<file path="src/rtl/fetch_buffer_stage_pkg.sv">
// Shared fetch-path definitions: architectural widths, the NOP encoding and
// the {pc, instr} entry carried through the fetch queue.
package riscv_pkg;

    localparam int XLEN = 64;
    localparam int ILEN = 32;

    localparam logic [ILEN-1:0] NOP_INSTR = 32'h00000013;

    typedef struct packed {
        logic [XLEN-1:0] pc;
        logic [ILEN-1:0] instr;
    } fetch_entry_t;

endpackage

</file>
<file path="src/rtl/fetch_buffer_stage_fifo.sv">
// Synchronous DEPTH-entry FIFO with flush; flush wins over push/pop and
// empties the queue by snapping head onto tail.
module fetch_fifo #(
    parameter  int DEPTH = 4,
    parameter  int WIDTH = 96,
    localparam int PTR_W = $clog2(DEPTH),
    localparam int CNT_W = PTR_W + 1
) (
    input  logic             clk,
    input  logic             rst,
    input  logic             flush,
    input  logic             push,
    input  logic             pop,
    input  logic [WIDTH-1:0] din,
    output logic [CNT_W-1:0] count,
    output logic [WIDTH-1:0] head_data
);

    logic [WIDTH-1:0] mem [DEPTH];
    logic [PTR_W-1:0] head;
    logic [PTR_W-1:0] tail;

    always_ff @(posedge clk) begin
        if (rst) begin
            head  <= '0;
            tail  <= '0;
            count <= '0;
        end else if (flush) begin
            head  <= tail;
            count <= '0;
        end else begin
            if (push) tail <= tail + 1'b1;
            if (pop)  head <= head + 1'b1;
            count <= count + CNT_W'(push) - CNT_W'(pop);
        end
    end

    // Storage carries no reset; validity is tracked solely by count.
    always_ff @(posedge clk) begin
        if (!rst && !flush && push) mem[tail] <= din;
    end

    always_comb head_data = mem[head];

endmodule

</file>
<file path="src/rtl/fetch_buffer_stage.sv">
// Fetch front end: PC register and instruction ROM feeding a decoupling
// queue whose head is offered to decode over valid/ready.
module fetch_buffer_stage
    import riscv_pkg::*;
#(
    parameter int          DEPTH      = 4,
    parameter int          IMEM_WORDS = 64,
    parameter logic [63:0] RESET_PC   = '0
) (
    input  logic                     clk,
    input  logic                     rst,
    input  logic                     redirect_valid,
    input  logic [63:0]              redirect_pc,
    input  logic                     dec_ready,
    output logic                     dec_valid,
    output logic [31:0]              dec_instr,
    output logic [63:0]              dec_pc,
    output logic [63:0]              fetch_pc,
    output logic [$clog2(DEPTH):0]   occupancy
);

    localparam int IDX_W = $clog2(IMEM_WORDS);
    localparam int CNT_W = $clog2(DEPTH) + 1;
    localparam logic [CNT_W-1:0] FULL = CNT_W'(DEPTH);

    logic [ILEN-1:0] instr_mem [IMEM_WORDS];

    logic         pop;
    logic         push;
    fetch_entry_t wr_entry;
    fetch_entry_t head_entry;

    always_comb begin
        dec_valid = (occupancy != '0);
        pop       = dec_valid & dec_ready;
        push      = !redirect_valid & ((occupancy < FULL) | pop);
        wr_entry  = '{pc: fetch_pc, instr: instr_mem[fetch_pc[2 +: IDX_W]]};
    end

    always_ff @(posedge clk) begin
        if (rst)
            fetch_pc <= RESET_PC;
        else if (redirect_valid)
            fetch_pc <= {redirect_pc[63:2], 2'b00};
        else if (push)
            fetch_pc <= fetch_pc + 64'd4;
    end

    // Redirect drives flush, which overrides any pop asserted the same cycle.
    fetch_fifo #(
        .DEPTH (DEPTH),
        .WIDTH ($bits(fetch_entry_t))
    ) u_fifo (
        .clk       (clk),
        .rst       (rst),
        .flush     (redirect_valid),
        .push      (push),
        .pop       (pop),
        .din       (wr_entry),
        .count     (occupancy),
        .head_data (head_entry)
    );

    always_comb begin
        dec_instr = NOP_INSTR;
        dec_pc    = '0;
        if (dec_valid) begin
            dec_instr = head_entry.instr;
            dec_pc    = head_entry.pc;
        end
    end

endmodule

</file>
<file path="config.mk">
export PLATFORM = sky130hd
export DESIGN_NAME = fetch_buffer_stage
export DESIGN_NICKNAME = d
export VERILOG_FILES = /design/src/rtl/fetch_buffer_stage_pkg.sv /design/src/rtl/fetch_buffer_stage_fifo.sv /design/src/rtl/fetch_buffer_stage.sv
export SDC_FILE = /design/constraint.sdc
export NUM_CORES = 1
export LEC_CHECK = 0
export BUFFER_PORTS_ARGS = -buffer_cell sky130_fd_sc_hd__buf_2
export CAP_MARGIN = 20
export CORE_ASPECT_RATIO = 1.4
export CORE_MARGIN = 5
export CORE_UTILIZATION = 55
export DETAILED_ROUTE_END_ITERATION = 12
export PLACE_DENSITY = 0.78
export RECOVER_POWER = 100
export SLEW_MARGIN = 0
export SYNTH_ARGS = -nofsm -noshare
export SYNTH_HDL_FRONTEND = slang
export SYNTH_SLANG_ARGS = --single-unit
</file>
<file path="constraint.sdc">
create_clock -name clk -period 4.55 [get_ports clk]
set_clock_uncertainty 0.15 [all_clocks]
set_input_delay 0.455 -clock clk [delete_from_list [all_inputs] [get_ports clk]]
set_output_delay 0.455 -clock clk [all_outputs]
set_load 0.005 [all_outputs]
</file>
==> out/qor.yml <==
clock_network:
  cts-root-buf: "clkbuf_16"
  cts_buffer_depth: 3
  postCtsResizedCells: 0
  clkSinkCount: 319
  insertion_delay_ns: 0.55
  cts_tree: "done"
  cts_buffers: 28
  holdBufCountCts: 3
  htree_num_levels: 1
  post_cts_buffers: 0
  clk_pin_slew_ns: 0.07
detailed_routing:
  routed-via-count: 9270
  ant_nets: 0
  dr.pass1.iters: 5
  dr.first_iter.drc_count: 701
  wl_per_cell_um: 23.0
  drc: 0
  viasPerCell: 6.17
  finalWirelength_um: 34600
critical_path:
  end_kind: "primary output"
  r2r_slack_ns: 1.12
  critical_path.max_fanout: 34
  cp.required_ns: 3.94
  arrival_ns: 3.03
  start_kind: "register"
  crit_type: "reg2out"
synth:
  syn_area_sq_um: 13900
  synth_xor_area_share_pct: 2.08
  synth_top_area_share_pct: 53.7
  synthArstFlopShare_pct: 0
  synth-simple-area-share_pct: 13.4
  synth_common_cells: "edfxtp_1, dfxtp_1, and2_1"
  synthMuxAreaShare_pct: 10.1
  synth_top_family_by_area: "simple AND/OR/NAND/NOR gates"
  synth_most_common_cell: "edfxtp_1"
  synth_warnings: 0
  synthFlopType: "edfxtp_1"
  synth_cell_types: 57
  ys_seq_area_share_pct: 63.9
  synth_fa_ha_area_share_pct: 0.775
  synth.avg_cell_area_sq_um: 14.2
  synth-edff-count: 248
  yosysTopAreaCell: "edfxtp_1"
  synth_compound_area_share_pct: 5.69
  synth_area_leaders: "edfxtp_1, dfxtp_1, mux4_2"
  ys_ff_latch: 319
  syn_inst: 976
timing:
  relSlewSlack_pct: -3.29
  slew_violations: 49
  hold_slack_ns: 0.00897
  rsz0062_at_grt: "no"
  min_period_ns: 3.64
  worst_pin_slew_ns: 1.55
  setup_tns_ns: 0
  hold_violations: 0
  finalCritPeriodShare_pct: 79.9
  fmax_mhz: 275
  setup_ws_ns: 0.915
  setup_violations: 0
pwr:
  power_frac_clock_pct: 38.0
  pwr-share-seq_pct: 51.2
  power_mw: 6.73
  p_int_mw: 5.12
  p_sw_share_pct: 23.8
  ir_worst_vdd_uv: 332
  switching_power_mw: 1.60
  p_leak_nw: 5.48
  power.density_nw_per_um2: 422
  p_comb_share_pct: 10.8
place:
  pre_cts_ws_ns: 1.44
  placed_area_sq_um: 15100
  gp_congestion: 0.866
  io_buffers: 193
  dp_hpwl_um: 22600
  dp_cells: 1448
floorplan:
  die_h_um: 198
  die_area_sq_um: 28600
  die-width_um: 144
  start_util_pct: 56.0
  rows: 68
  core_sq_um: 24800
  pin_count: 232
status:
  status: "finished, violations left"
  violations: "capacitance limit, slew limit"
finish:
  synthToLayoutAreaGrowth_pct: 15.0
  multi_input_area_sq_um: 4570
  nets: 1242
  regArea_sq_um: 8870
  diodes: 0
  fin_util_pct: 64.4
  n_fill_cell: 1821
  fin_cells: 1503
  final_area_sq_um: 16000
  drive_above_1_share_pct: 21.9
global_routing:
  antenna_found_initial: 0
  grt-ovfl-total: 0
  grt_first_pass_wirelength_um: 52500
  grt_use_total_pct: 23.7
  first_global_vias: 9158
  grt_max_degree: 66
run:
  cap_violations: 1
hold_path:
  min_path_type: "in2reg"
-- routing by layer --
metal	global-route usage, %	up-vias	share of wire (%)
li1	-	4108	-
met1	31.5	4608	37
met3	2.90	75	8.4
met2	40.4	479	51
met4	8.78	0	3.8
met5	0	-	0
-- registers in the layout, summed over array words and instances, names as in the netlist, named ones only --
| name | cells |
|---|---|
| u_fifo.mem | 248 |
| u_fifo.head | 2 |
| u_fifo.count | 3 |
| fetch_pc | 62 |
| u_fifo.tail | 2 |
-- path summary, 6_finish.rpt --
| path | startpoint | to | depth (start not counted) |
|---|---|---|---|
| worst max-delay path | register | dec_pc[56] | 4 |
| worst min-delay path | redirect_pc[8] | fetch_pc[8] | 3 |
| worst max register to register | fetch_pc[5] | fetch_pc[40] | 5 |
| worst min register to register | fetch_pc[30] | u_fifo.mem[2][62] | 0 |
-- layout make-up --
class,instances,share of cell area (%)
Clock buffer,30,4.57
Inverter,20,0.470
Clock inverter,22,1.69
Timing Repair Buffer,216,6.59
Sequential cell,319,55.6
Multi-Input combinational cell,581,28.6
Tap cell,315,2.47
-- worst max-delay path, cell delays in order (launching register included) --
cell	delay (ns)
dfxtp_2	1.24
buf_12	0.36
mux4_2	0.58
and2_1	0.18
clkbuf_1	0.11
-- power by group through the flow --
stage	clock (mW)	sequential (mW)	combinational (mW)
6_report	2.56	3.44	0.725
5_1_grt	2.70	3.46	0.797
4_1_cts	2.58	3.44	0.757
3_5_place_dp	0	3.51	0.748
3_3_place_gp	0	3.49	0.737
2_1_floorplan	0	3.44	0.476
-- cell families after synthesis --
logic type / count (synthesis)
DFF: 319
muxes: 63
xor gates and xnor gates: 33
buffers and inverters: 110
other: 2
AOI/OAI and AO/OA: 108
and+or+nand+nor: 333
adders and majority gates: 8
-- cells in the final DEF (no fill, tap or decap), types with 5 or more instances in the layout --
master	netlist	layout
nand4_1	31	32
clkbuf_1	41	70
and2_0	1	33
nor3_1	15	15
edfxtp_1	248	248
a31oi_1	7	7
bufinv_16	0	6
dfxtp_1	71	69
o31ai_1	9	9
clkbuf_16	0	29
clkinv_1	2	6
or4_1	14	14
mux4_2	62	62
a211oi_1	23	23
nor4_1	18	19
xor2_1	14	14
o211ai_1	7	7
or3_1	10	10
o21ai_0	13	13
ha_1	7	7
clkinvlp_4	0	5
a21oi_1	14	14
buf_4	36	11
nand3_1	32	32
and2_1	70	35
nor2_1	53	53
and4_1	13	13
inv_1	18	19
and3_1	15	15
xnor2_1	19	19
conb_1	2	36
buf_2	3	126
clkinv_2	0	5
clkbuf_2	0	5
a311oi_1	18	18
nand2_1	47	47
No activity file was read; power rests on OpenSTA's default activity.
